===== config.mk =====
export PLATFORM = sky130hd
export DESIGN_NAME = bus_host_arbiter
export DESIGN_NICKNAME = d
export VERILOG_FILES = /design/src/rtl/bus_host_arbiter.sv
export SDC_FILE = /design/constraint.sdc
export NUM_CORES = 1
export LEC_CHECK = 0
export BUFFER_PORTS_ARGS = -buffer_cell sky130_fd_sc_hd__buf_2
export CELL_PAD_IN_SITES_DETAIL_PLACEMENT = 1
export CELL_PAD_IN_SITES_GLOBAL_PLACEMENT = 1
export CORE_AREA = 2 2 81 160
export CTS_BUF_LIST = sky130_fd_sc_hd__clkbuf_4 sky130_fd_sc_hd__clkbuf_8
export CTS_CLUSTER_DIAMETER = 80
export CTS_CLUSTER_SIZE = 16
export DETAILED_ROUTE_END_ITERATION = 6
export DIE_AREA = 0 0 83 162
export GPL_TIMING_DRIVEN = 0
export PLACE_DENSITY = 0.85
export SLEW_MARGIN = 20
export SYNTH_ARGS = -nofsm -noshare
export SYNTH_HDL_FRONTEND = slang
export SYNTH_SLANG_ARGS = --single-unit

===== constraint.sdc =====
create_clock -name clk_i -period 1.48 [get_ports clk_i]
set_clock_uncertainty 0.05 [all_clocks]
set_input_delay 0.296 -clock clk_i [delete_from_list [all_inputs] [get_ports clk_i]]
set_output_delay 0.296 -clock clk_i [all_outputs]
set_load 0.02 [all_outputs]

===== src/rtl/bus_host_arbiter.sv =====
// Round-robin arbiter sharing one single-outstanding device port between several bus hosts.
// Routes each response to the host that issued the access and synthesises an error on device silence.
module bus_host_arbiter #(
    parameter int NrHosts       = 2,
    parameter int DataWidth     = 32,
    parameter int AddressWidth  = 32,
    parameter int TimeoutCycles = 255
) (
    input  logic                              clk_i,
    input  logic                              rst_i,
    input  logic [NrHosts-1:0]                host_req_i,
    output logic [NrHosts-1:0]                host_gnt_o,
    input  logic [NrHosts*AddressWidth-1:0]   host_addr_i,
    input  logic [NrHosts-1:0]                host_we_i,
    input  logic [NrHosts*4-1:0]              host_be_i,
    input  logic [NrHosts*DataWidth-1:0]      host_wdata_i,
    output logic [NrHosts-1:0]                host_rvalid_o,
    output logic [DataWidth-1:0]              host_rdata_o,
    output logic [NrHosts-1:0]                host_err_o,
    output logic                              device_req_o,
    output logic [AddressWidth-1:0]           device_addr_o,
    output logic                              device_we_o,
    output logic [3:0]                        device_be_o,
    output logic [DataWidth-1:0]              device_wdata_o,
    input  logic                              device_rvalid_i,
    input  logic [DataWidth-1:0]              device_rdata_i,
    input  logic                              device_err_i,
    output logic                              stray_rsp_o
);

    localparam int PtrW = (NrHosts > 1) ? $clog2(NrHosts) : 1;
    localparam int CntW = (TimeoutCycles > 0) ? $clog2(TimeoutCycles + 1) : 1;
    localparam logic [CntW-1:0] CntLast = CntW'((TimeoutCycles > 0) ? TimeoutCycles - 1 : 0);
    localparam logic [CntW-1:0] CntMax  = {CntW{1'b1}};

    typedef enum logic {IDLE, WAIT_RSP} state_e;

    state_e            state_q, state_d;
    logic [PtrW-1:0]   rr_ptr_q, rr_ptr_d;
    logic [PtrW-1:0]   owner_q, owner_d;
    logic [CntW-1:0]   cnt_q, cnt_d;
    logic [PtrW-1:0]   winner;
    logic              accept, grant, rsp_hit, timeout_hit;

    always_ff @(posedge clk_i) begin
        if (rst_i) begin
            state_q  <= IDLE;
            rr_ptr_q <= '0;
            owner_q  <= '0;
            cnt_q    <= '0;
        end else begin
            state_q  <= state_d;
            rr_ptr_q <= rr_ptr_d;
            owner_q  <= owner_d;
            cnt_q    <= cnt_d;
        end
    end

    always_comb begin
        int idx;
        state_d        = state_q;
        rr_ptr_d       = rr_ptr_q;
        owner_d        = owner_q;
        cnt_d          = cnt_q;
        winner         = '0;
        grant          = 1'b0;
        idx            = 0;
        host_gnt_o     = '0;
        host_rvalid_o  = '0;
        host_err_o     = '0;
        host_rdata_o   = '0;
        device_req_o   = 1'b0;
        device_addr_o  = '0;
        device_we_o    = 1'b0;
        device_be_o    = '0;
        device_wdata_o = '0;

        // A response cycle frees the port, so a new access may issue in that same cycle
        accept      = !rst_i && ((state_q == IDLE) || (state_q == WAIT_RSP && device_rvalid_i));
        rsp_hit     = !rst_i && (state_q == WAIT_RSP) && device_rvalid_i;
        timeout_hit = !rst_i && (TimeoutCycles != 0) && (state_q == WAIT_RSP)
                      && !device_rvalid_i && (cnt_q == CntLast);
        stray_rsp_o = !rst_i && (state_q == IDLE) && device_rvalid_i;

        if (accept) begin
            for (int i = 0; i < NrHosts; i++) begin
                idx = int'(rr_ptr_q) + i;
                if (idx >= NrHosts) idx = idx - NrHosts;
                if (!grant && host_req_i[PtrW'(idx)]) begin
                    grant  = 1'b1;
                    winner = PtrW'(idx);
                end
            end
        end

        if (rsp_hit || timeout_hit) begin
            host_rvalid_o[owner_q] = 1'b1;
            host_err_o[owner_q]    = rsp_hit ? device_err_i : 1'b1;
            host_rdata_o           = rsp_hit ? device_rdata_i : '0;
            state_d                = IDLE;
        end

        if (state_q == WAIT_RSP && !device_rvalid_i && cnt_q != CntMax) begin
            cnt_d = cnt_q + 1'b1;
        end

        // Owner is overwritten only after the old owner has been served above
        if (grant) begin
            host_gnt_o[winner] = 1'b1;
            device_req_o       = 1'b1;
            device_addr_o      = host_addr_i[int'(winner)*AddressWidth +: AddressWidth];
            device_we_o        = host_we_i[winner];
            device_be_o        = host_be_i[int'(winner)*4 +: 4];
            device_wdata_o     = host_wdata_i[int'(winner)*DataWidth +: DataWidth];
            rr_ptr_d           = (int'(winner) == NrHosts - 1) ? '0 : winner + 1'b1;
            owner_d            = winner;
            cnt_d              = '0;
            state_d            = WAIT_RSP;
        end
    end

endmodule


==> qor.csv, run 1 <==
stage;metric;value;unit
die;die_area;13400;µm²
flow_run;drv_cap;0;
die;die_w;83;µm
setup_path;cp-endpoint;device_addr_o[8];
synth;synthDistinctLibCells;36;
cts;root_buffer;clkbuf_8;
global_route;grtUsageTotal;21.1;%
timing;final.min_clock_period;1.80;ns
die;io_pins;285;
drt;drtAntennaViolNets;0;
cells_and_area;drive_gt1_share;88.6;%
place;pre_cts_slack;-0.752;ns
cells_and_area;nets;792;
min_path;hold_path.class;input port to register;
setup_path;cp_num_cells;6;
cts;clkTransAtPathRegs;0.06;ns
cells_and_area;mostFrequentLayoutCell;buf_2;
synth;yosysSeqAreaShare;11.5;%
cells_and_area;stdcell_count;773;
drt;drc_errors;0;
place;hpwl;10800;µm
drt;vias_per_cell;4.75;
cts;max-clock-path-buffers;2;
timing;finalHoldViolCount;0;
global_route;grt_first_pass_wirelength;22000;µm
setup_path;worstSetupPathType;register to output pin;
setup_path;end_kind;output pin;
die;rows;57;
setup_path;ff2ff_setup_slack;0.01;ns
drt;drt-initial-drc-count;55;
timing;min_period_over_period;122;%
setup_path;r2r_cells;5;
die;die_h;162;µm
status;violations;setup timing;
global_route;grt_overflow;0;
pwr;power_density;420;nW/µm²
synth;syn_area_per_cell;6.97;µm²
drt;wl_per_cell;23.0;µm
status;status;finished, violations left;
place;placedCellCount;705;
timing;drv_slew;0;
synth;synth_edf_count;0;
min_path;hold_path_startpoint;rst_i;
timing;tightest_slew;0.324;ns
setup_path;path_common_cell;buf_12;
setup_path;cp_top_family;buffers and inverters;
die;core_area;12200;µm²
timing;grt_setup_unrepaired;true;
place;io_buffers;283;
pwr;leakagePower;0.00273;µW
cts;htreeDepth;1;
place;place_area;3630;µm²
global_route;antenna_found_initial;18;
synth;syn_inst;275;
global_route;grt_max_degree;11;
cts;clk_latency;0.26;ns
drt;vias;3675;
timing;max-slew-margin-rel;78.3;%
timing;fmax;555;MHz
setup_path;cp_max_fo;6;
synth;ys.flop_type;dfxtp_1;
timing;setup_viol;109;
place;gp_congestion;0.801;
cts;cts_tree;built;
setup_path;startpoint;state_q;
setup_path;slowest_stage;dfxtp_4;
setup_path;arrival;1.45;ns
drt;wl;17800;µm
cts;ctsHoldBuffers;0;
cts;clock-sinks;11;
global_route;grt_pass1_vias;3801;
setup_path;path_buf_inv;3;
setup_path;cp-start-kind;register;
timing;fin_ws;-0.321;ns
cells_and_area;fin_area;6390;µm²
pwr;peakVddDrop;0.450;mV
synth;yosys_warnings;0;
synth;synth_fp_nets;453;
setup_path;worstPathRequired;1.13;ns
cells_and_area;syn2layout_area_growth;234;%
setup_path;max_stage_delay;0.37;ns
min_path;min_path_cells;2;
synth;synth-seq-cells;11;
die;initial_utilization;15.7;%
cells_and_area;layout_common_cells;buf_2, buf_6, buf_4;
setup_path;worstPathCellList;nand2b_4 -> nand3_4 -> buf_12 -> buf_12 -> nor2_1 -> buf_4;
drt;first_pass_iters;4;
synth;netlist_area;1920;µm²
setup_path;reg2reg_from;state_q;
setup_path;rr_endpoint;owner_q;
cts;cts_made_buffers;3;
synth;async_flop_share;0;%
-- worst min path at each step --
stage | endpoint | slack (ns)
finish | rr_ptr_q | 0.28
global route | rr_ptr_q | 0.31
CTS | rr_ptr_q | 0.27
detailed placement | cnt_q[1] | 0.47
global placement | owner_q | 0.45
floorplan | rr_ptr_q | 0.32
-- where the power goes --
group | switching [µW] | internal (µW)
clock network | 151 | 210
registers | 16.8 | 295
logic | 938 | 1070
-- worst register-to-register path, cell delays in order (launching register included) --
cell and delay (ns):
dfxtp_4 0.37, buf_4 0.16, nor2b_1 0.13, buf_4 0.17
o21ai_4 0.29, o22ai_1 0.16
-- cell families (layout without fill, tap and decap cells) --
| group | count (synthesis) | after routing | synth area share, % |
|---|---|---|---|
| adder cells (fa/ha/maj) | 2 | 2 | 1.31 |
| AND/OR/NAND/NOR | 137 | 139 | 34.6 |
| other | 0 | 13 | 0 |
| flip-flops | 11 | 11 | 11.5 |
| buffers and inverters | 32 | 368 | 7.38 |
| multiplexers | 71 | 71 | 37.1 |
| AO/OA/AOI/OAI | 22 | 22 | 8.17 |
-- cells in the mapped netlist (all sizes together) (2+ instances only) --
| library cell | n | area [µm²] |
|---|---|---|
| nor2 | 75 | 282 |
| mux2i | 71 | 711 |
| and3 | 34 | 213 |
| buf | 17 | 85.1 |
| dfxtp | 11 | 220 |
| inv | 9 | 33.8 |
| clkbuf | 6 | 22.5 |
| nand3 | 5 | 25.0 |
| nand2 | 4 | 15.0 |
| nor3 | 4 | 20.0 |
| o21ai | 4 | 23.8 |
| a211oi | 3 | 22.5 |
| a21oi | 3 | 15.0 |
| nor3b | 3 | 22.5 |
| o211ai | 3 | 22.5 |
| ha | 2 | 25.0 |
| nor2b | 2 | 12.5 |
| nor4 | 2 | 12.5 |
-- sequential cells by signal (all words and copies together), names as in the netlist --
register and cells:
owner_q 1, rr_ptr_q 1, state_q 1, cnt_q 8
-- routing by layer --
layer,up-vias,track usage (%),share of wire (%)
met4,10,5.22,1.1
li1,1690,-,-
met2,212,40.3,56
met3,25,9.96,9.4
met5,-,0,0.39
met1,1738,20.0,33
-- timing repair --
action / CTS / global route
setup endpoints to repair: 113 / 114
pin swaps: 38 / 22
resized for setup: 331 / 181
setup buffers: 18 / 17
cloned: 7 / 11
-- stage by stage --
stage                     hold WS [ns]  utilization [%]  total power [µW]  setup TNS [ns]
after floorplan                  0.315                -               888           -1.99
after global placement           0.449             29.8              1320          -57.07
after detailed placement         0.470             29.8              1340          -59.11
after CTS                        0.271             42.2              2120          -22.96
after global routing             0.306             52.2              2770          -32.75
final                            0.282             52.4              2680          -29.43
-- cell type report --
type                            count  area [µm²]
Fill cell                        1324        5800
Multi-Input combinational cell    234        2780
Timing Repair Buffer              332        2700
Buffer                             23         350
Sequential cell                    11         253
Tap cell                          147         184
Clock buffer                        4        48.8
Inverter                            9        42.5
Antenna cell                       13        32.5
Power figures use the tool's default switching activity.
==> run 2, diff against run 1 <==
==> constraint.sdc (replaced) <==
create_clock -name clk_i -period 1.48 [get_ports clk_i]
set_clock_uncertainty 0.05 [all_clocks]
set_input_delay 0.444 -clock clk_i [delete_from_list [all_inputs] [get_ports clk_i]]
set_output_delay 0.444 -clock clk_i [all_outputs]
set_load 0.02 [all_outputs]
==> run 2 against run 1 <==
The flow still finishes with violations (setup timing). Critical path depth fell by 1. Fmax fell by 9.0%. Routed wire length rose by 4.3%. Final area rose by 9.0%. Largest power group unchanged. Worst setup slack got worse by 0.18 ns. Sequential share of layout area fell by 0.36 points. Combinational power rose by 15%. Global-route usage rose by 2.0 points. Sequential power barely moved. Final cell count fell by 2.1%. Non-clock buffer count fell by 8. Total power rose by 11%.
==> qor.csv, run 2 (synthesized netlist as in run 1, its figures left out) <==
stage;metric;value;unit
status;status;finished, violations left;
status;violations;setup timing;
cells_and_area;final_util;57.1;%
die;io_pins;285;
pwr;peakVddDrop;0.458;mV
die;core_area;12200;µm²
cts;ctsHoldBuffers;0;
cts;root_buffer;clkbuf_8;
place;io_buffers;283;
setup_path;arrival;1.49;ns
timing;min_period_over_period;134;%
global_route;grt_max_degree;11;
setup_path;path_buf_inv;3;
cts;clkTransAtPathRegs;0.05;ns
setup_path;worstPathCellList;clkbuf_16 -> clkbuf_16 -> mux2i_4 -> nor2_4 -> buf_6;
timing;fmax;505;MHz
timing;max-slew-margin-rel;76.7;%
die;die_w;83;µm
drt;drtAntennaViolNets;0;
drt;wl;18500;µm
timing;tns;-44.34;ns
setup_path;max_stage_delay;0.40;ns
setup_path;cp_top_family;buffers and inverters;
die;rows;57;
place;hpwl;11100;µm
cts;clk_latency;0.25;ns
cts;cts_tree;built;
die;initial_utilization;15.7;%
place;gp_congestion;0.876;
setup_path;cp-start-kind;register;
cts;cts_made_buffers;3;
cts;max-clock-path-buffers;2;
drt;first_pass_iters;4;
timing;grt_setup_unrepaired;true;
cells_and_area;mostFrequentLayoutCell;buf_2;
timing;setup_viol;109;
global_route;grt_overflow;0;
min_path;hold_path.class;input port to register;
pwr;power_density;426;nW/µm²
drt;drc_errors;0;
timing;drv_slew;0;
die;die_h;162;µm
cells_and_area;drive_gt1_share;92.2;%
global_route;antenna_found_initial;6;
cells_and_area;layout_common_cells;buf_2, buf_6, nor2_4;
global_route;grt_pass1_vias;4107;
setup_path;slowest_stage;dfxtp_4;
cells_and_area;largest_register_ffs;8;
global_route;grtUsageTotal;23.1;%
drt;vias_per_cell;4.93;
setup_path;path_common_cell;clkbuf_16;
cts;htreeDepth;1;
setup_path;end_kind;output pin;
cells_and_area;nets;783;
timing;final.min_clock_period;1.98;ns
place;place_area;4380;µm²
setup_path;worstSetupPathType;register to output pin;
timing;tightest_slew;0.349;ns
drt;vias;3734;
flow_run;drv_cap;0;
global_route;grt_first_pass_wirelength;24100;µm
cts;clock-sinks;11;
cells_and_area;largest-register;cnt_q;
cells_and_area;syn2layout_area_growth;264;%
cells_and_area;fin_area;6960;µm²
setup_path;worstPathRequired;0.99;ns
die;die_area;13400;µm²
pwr;leakagePower;0.00275;µW
timing;finalHoldViolCount;0;
drt;wl_per_cell;24.5;µm
timing;fin_ws;-0.500;ns
drt;drt-initial-drc-count;91;
setup_path;cp_max_fo;5;
==> run 2: layout make-up <==
| cell class | count | area [µm²] |
|---|---|---|
| Sequential cell | 11 | 250 |
| Multi-Input combinational cell | 233 | 3300 |
| Fill cell | 1249 | 5230 |
| Inverter | 9 | 40.0 |
| Tap cell | 147 | 184 |
| Buffer | 23 | 452 |
| Clock buffer | 4 | 48.8 |
| Antenna cell | 6 | 15.0 |
| Timing Repair Buffer | 324 | 2670 |
==> run 2: final timing paths <==
| kind | depth (start not counted) | slack (ns) | start | end |
|---|---|---|---|---|
| max | 5 | -0.50 | rr_ptr_q | device_wdata_o[29] |
| min | 2 | 0.32 | rst_i | rr_ptr_q |
| max reg2reg | 5 | 0.03 | state_q | cnt_q[3] |
| min reg2reg | 1 | 0.49 | cnt_q[2] | cnt_q[2] |
==> run 2: worst reg2reg max path: cells and delay by family, from the launching register on <==
kind / cells / cell delay (ns)
AOI/OAI and AO/OA: 2 / 0.40
buffers and inverters: 2 / 0.37
DFF: 1 / 0.38
and+or+nand+nor: 1 / 0.13
==> run 2: power breakdown <==
group          leakage (µW)  total [µW]  switching (µW)  internal (µW)
Sequential        0.0000960         313            17.1            296
Clock             0.0000262         344             135            209
Combinational       0.00263        2310            1090           1220
==> run 2: stage by stage <==
stage	worst slack, ns	power, µW	std cells	hold slack (ns)
final	-0.500	2970	757	0.321
after CTS	-0.475	2630	735	0.310
after global placement	-0.654	1550	705	0.436
after detailed placement	-0.649	1600	705	0.468
after floorplan	-0.161	1130	275	0.422
after global routing	-0.534	3060	756	0.322
==> run 2: layer usage <==
metal	global-route usage [%]	vias to the layer above	routed length, µm
met1	19.4	1784	5340
met2	48.4	245	11000
li1	-	1653	-
met5	0	-	13
met4	10.4	2	867
met3	5.74	50	1280
==> run 2: repair_timing <==
action	in CTS	in global routing
setup buffers	18	13
gates resized for setup	351	125
pin swaps	12	29
gates cloned	8	6
endpoints found under the setup margin	112	114
==> run 3, diff against run 2 <==
--- a/config.mk
+++ b/config.mk
@@ -5,17 +5,18 @@
 export SDC_FILE = /design/constraint.sdc
 export NUM_CORES = 1
 export LEC_CHECK = 0
+export ABC_AREA = 1
 export BUFFER_PORTS_ARGS = -buffer_cell sky130_fd_sc_hd__buf_2
 export CELL_PAD_IN_SITES_DETAIL_PLACEMENT = 1
 export CELL_PAD_IN_SITES_GLOBAL_PLACEMENT = 1
-export CORE_AREA = 2 2 81 160
+export CORE_AREA = 2 2 85 168
 export CTS_BUF_LIST = sky130_fd_sc_hd__clkbuf_4 sky130_fd_sc_hd__clkbuf_8
 export CTS_CLUSTER_DIAMETER = 80
 export CTS_CLUSTER_SIZE = 16
 export DETAILED_ROUTE_END_ITERATION = 6
-export DIE_AREA = 0 0 83 162
+export DIE_AREA = 0 0 87 170
 export GPL_TIMING_DRIVEN = 0
-export PLACE_DENSITY = 0.85
+export PLACE_DENSITY = 0.84
 export SLEW_MARGIN = 20
 export SYNTH_ARGS = -nofsm -noshare
 export SYNTH_HDL_FRONTEND = slang
==> run 3 against run 2 <==
The flow still finishes with violations (setup timing). Die area is 10% higher. Worst setup slack worse by 0.12 ns. Sequential cell count is the same. Fmax is 5.8% lower. Total power shrank 39%. Largest cell class is now buffers. Highest routed layer unchanged.
==> qor.csv, run 3 <==
stage;metric;value;unit
drt;top_layer;met5;
global_route;antenna_found_initial;1;
synth;synth_fp_nets;570;
die;die_w;87;µm
setup_path;end_kind;output pin;
status;status;finished, violations left;
cells_and_area;mostFrequentLayoutCell;buf_2;
synth;synth_top_area_share;47.2;%
place;gp_congestion;0.815;
timing;finalHoldViolCount;0;
die;initial_utilization;13.8;%
setup_path;cp-start-kind;register;
place;pre_cts_slack;-0.693;ns
cells_and_area;n_antenna_cell;0;
drt;vias;3494;
timing;grt_setup_unrepaired;true;
timing;whs;0.467;ns
setup_path;arrival;1.61;ns
drt;drt-initial-drc-count;37;
setup_path;worstSetupPathType;register to output pin;
synth;synth.most_common_cell;nand2_1;
drt;wl_per_cell;14.1;µm
drt;drtAntennaViolNets;0;
synth;yosysTopAreaCell;nand2_1;
timing;setup_viol;108;
drt;wirelength_met1;3600;µm
global_route;grt_overflow;0;
synth;syn_inst;392;
cells_and_area;nets;868;
synth;synthSimpleGateAreaFrac;63.6;%
die;die_area;14800;µm²
synth;synth_fa_ha_area_share;1.35;%
place;placedCellCount;830;
setup_path;cp_max_fo;10;
timing;min_period_over_period;142;%
drt;wl;11900;µm
drt;drc_errors;0;
timing;max-slew-margin-rel;80.6;%
timing;final.min_clock_period;2.10;ns
cts;cts_tree;built;
flow_run;drv_cap;0;
cells_and_area;multiInputGateArea;1830;µm²
synth;synth-xor-area-share;1.42;%
pwr;power_density;402;nW/µm²
global_route;grt_max_degree;11;
die;io_pins;285;
cts;cts_made_buffers;3;
synth;yosys_warnings;0;
drt;first_pass_iters;4;
pwr;peakVddDrop;0.426;mV
cts;clk_latency;0.25;ns
die;rows;60;
drt;vias_per_cell;4.14;
cts;root_buffer;clkbuf_8;
synth;yosysSeqAreaShare;11.9;%
synth;synth_edf_count;0;
global_route;grt_pass1_vias;3624;
cells_and_area;regArea;224;µm²
timing;fin_ws;-0.622;ns
cells_and_area;largest_register_ffs;8;
synth;ys_top_cells_by_count;nand2_1, nor2_1, inv_1;
drt;wl_met2;7270;µm
synth;netlist_area;1850;µm²
timing;tns;-59.09;ns
cts;max-clock-path-buffers;2;
die;die_h;170;µm
synth;synth_top_family_by_area;simple AND/OR/NAND/NOR gates;
global_route;grt_first_pass_wirelength;17300;µm
global_route;grtUsageTotal;14.6;%
synth;synthDistinctLibCells;24;
timing;fmax;476;MHz
status;violations;setup timing;
synth;synth-seq-cells;11;
cells_and_area;drive_gt1_share;66.5;%
timing;drv_slew;0;
cts;ctsHoldBuffers;0;
cells_and_area;largest-register;cnt_q;
cells_and_area;layout_common_cells;buf_2, nand2_1, nand2_2;
synth;ys.flop_type;dfxtp_1;
cells_and_area;fillers;1787;
synth;synth_compound_area_share;2.50;%
place;hpwl;9620;µm
min_path;hold_path.class;register to register;
timing;tightest_slew;0.290;ns
cts;htreeDepth;1;
synth;synthTopCellsByArea;nand2_1, dfxtp_1, nor2_1;
synth;synth.mux.area_fraction;0;%
synth;syn_area_per_cell;4.73;µm²
drt;wl_met3;750;µm
place;io_buffers;283;
cts;clock-sinks;11;
cells_and_area;stdcell_count;844;
die;core_area;13400;µm²
cts;clkTransAtPathRegs;0.05;ns
setup_path;worstPathRequired;0.99;ns
pwr;leakagePower;0.00275;µW
synth;async_flop_share;0;%
cells_and_area;syn2layout_area_growth;144;%
run 3: cell types whose count changed after synthesis, sizes merged, moves of 3 or more:
cell and change:
o211ai -3, nand2 +234, inv +44, nor2 -23, and3 -34, clkbuf -6
nor3b -3, mux2i -71, a211oi -3, nor3 -3
run 3: cells by family after synthesis:
family          Yosys count
simple gates            297
buf+inv                  70
flops                    11
compound gates            9
xor+xnor                  3
fa+ha+maj                 2
run 3: power by group:
| group | switching (µW) | leakage, µW | internal [µW] |
|---|---|---|---|
| sequential | 9.59 | 0.0000905 | 308 |
| clock | 127 | 0.0000262 | 209 |
| combinational | 647 | 0.00263 | 517 |
run 3: worst paths after layout:
kind / from / to / slack (ns) / cells after the start
hold reg to reg: cnt_q[0] / cnt_q[0] / 0.47 / 2
setup / recovery: state_q / device_wdata_o[9] / -0.62 / 11
setup reg to reg: cnt_q[1] / cnt_q[7] / 0.08 / 8
hold / removal: cnt_q[0] / cnt_q[0] / 0.47 / 2
run 3: what timing repair did:
| action | CTS | global route |
|---|---|---|
| endpoints found under the hold margin | 0 | 0 |
| pin swaps | 4 | 0 |
| cloned | 4 | 2 |
| buffers inserted | 4 | 0 |
| endpoints found under the setup margin | 111 | 116 |
| gates resized for setup | 104 | 11 |
run 3: cell type report:
| class | instances | area share, % |
|---|---|---|
| Sequential cell | 11 | 4.96 |
| Buffer | 17 | 5.51 |
| Timing Repair Buffer | 291 | 38.3 |
| Timing Repair inverter | 2 | 0.443 |
| Multi-Input combinational cell | 311 | 40.6 |
| Inverter | 53 | 4.85 |
| Clock buffer | 4 | 1.08 |
| Tap cell | 155 | 4.29 |
run 3: worst max-delay path, cell delays in order, from the launching register on:
cell,delay (ns)
dfxtp_2,0.32
inv_2,0.07
nor2_4,0.04
inv_2,0.05
nand2_4,0.06
nor2_8,0.13
nand2_4,0.12
inv_8,0.11
buf_6,0.14
nand2_1,0.09
nand2_4,0.06
buf_2,0.15
run 3: through the flow:
| stage | area (µm²) | util, % | total power, µW |
|---|---|---|---|
| 2_1_floorplan | 2380 | - | 883 |
| 3_3_place_gp | 3990 | 29.7 | 1320 |
| 3_5_place_dp | 3990 | 29.7 | 1330 |
| 4_1_cts | 4450 | 33.1 | 1820 |
| 5_1_grt | 4520 | 33.6 | 1930 |
| 6_report | 4520 | 33.6 | 1820 |
run 3: metal layers:
metal | global-route usage, % | vias to the layer above
met4 | 3.13 | 2
li1 | - | 1731
met5 | 0 | -
met1 | 12.9 | 1600
met2 | 32.1 | 140
met3 | 2.13 | 21
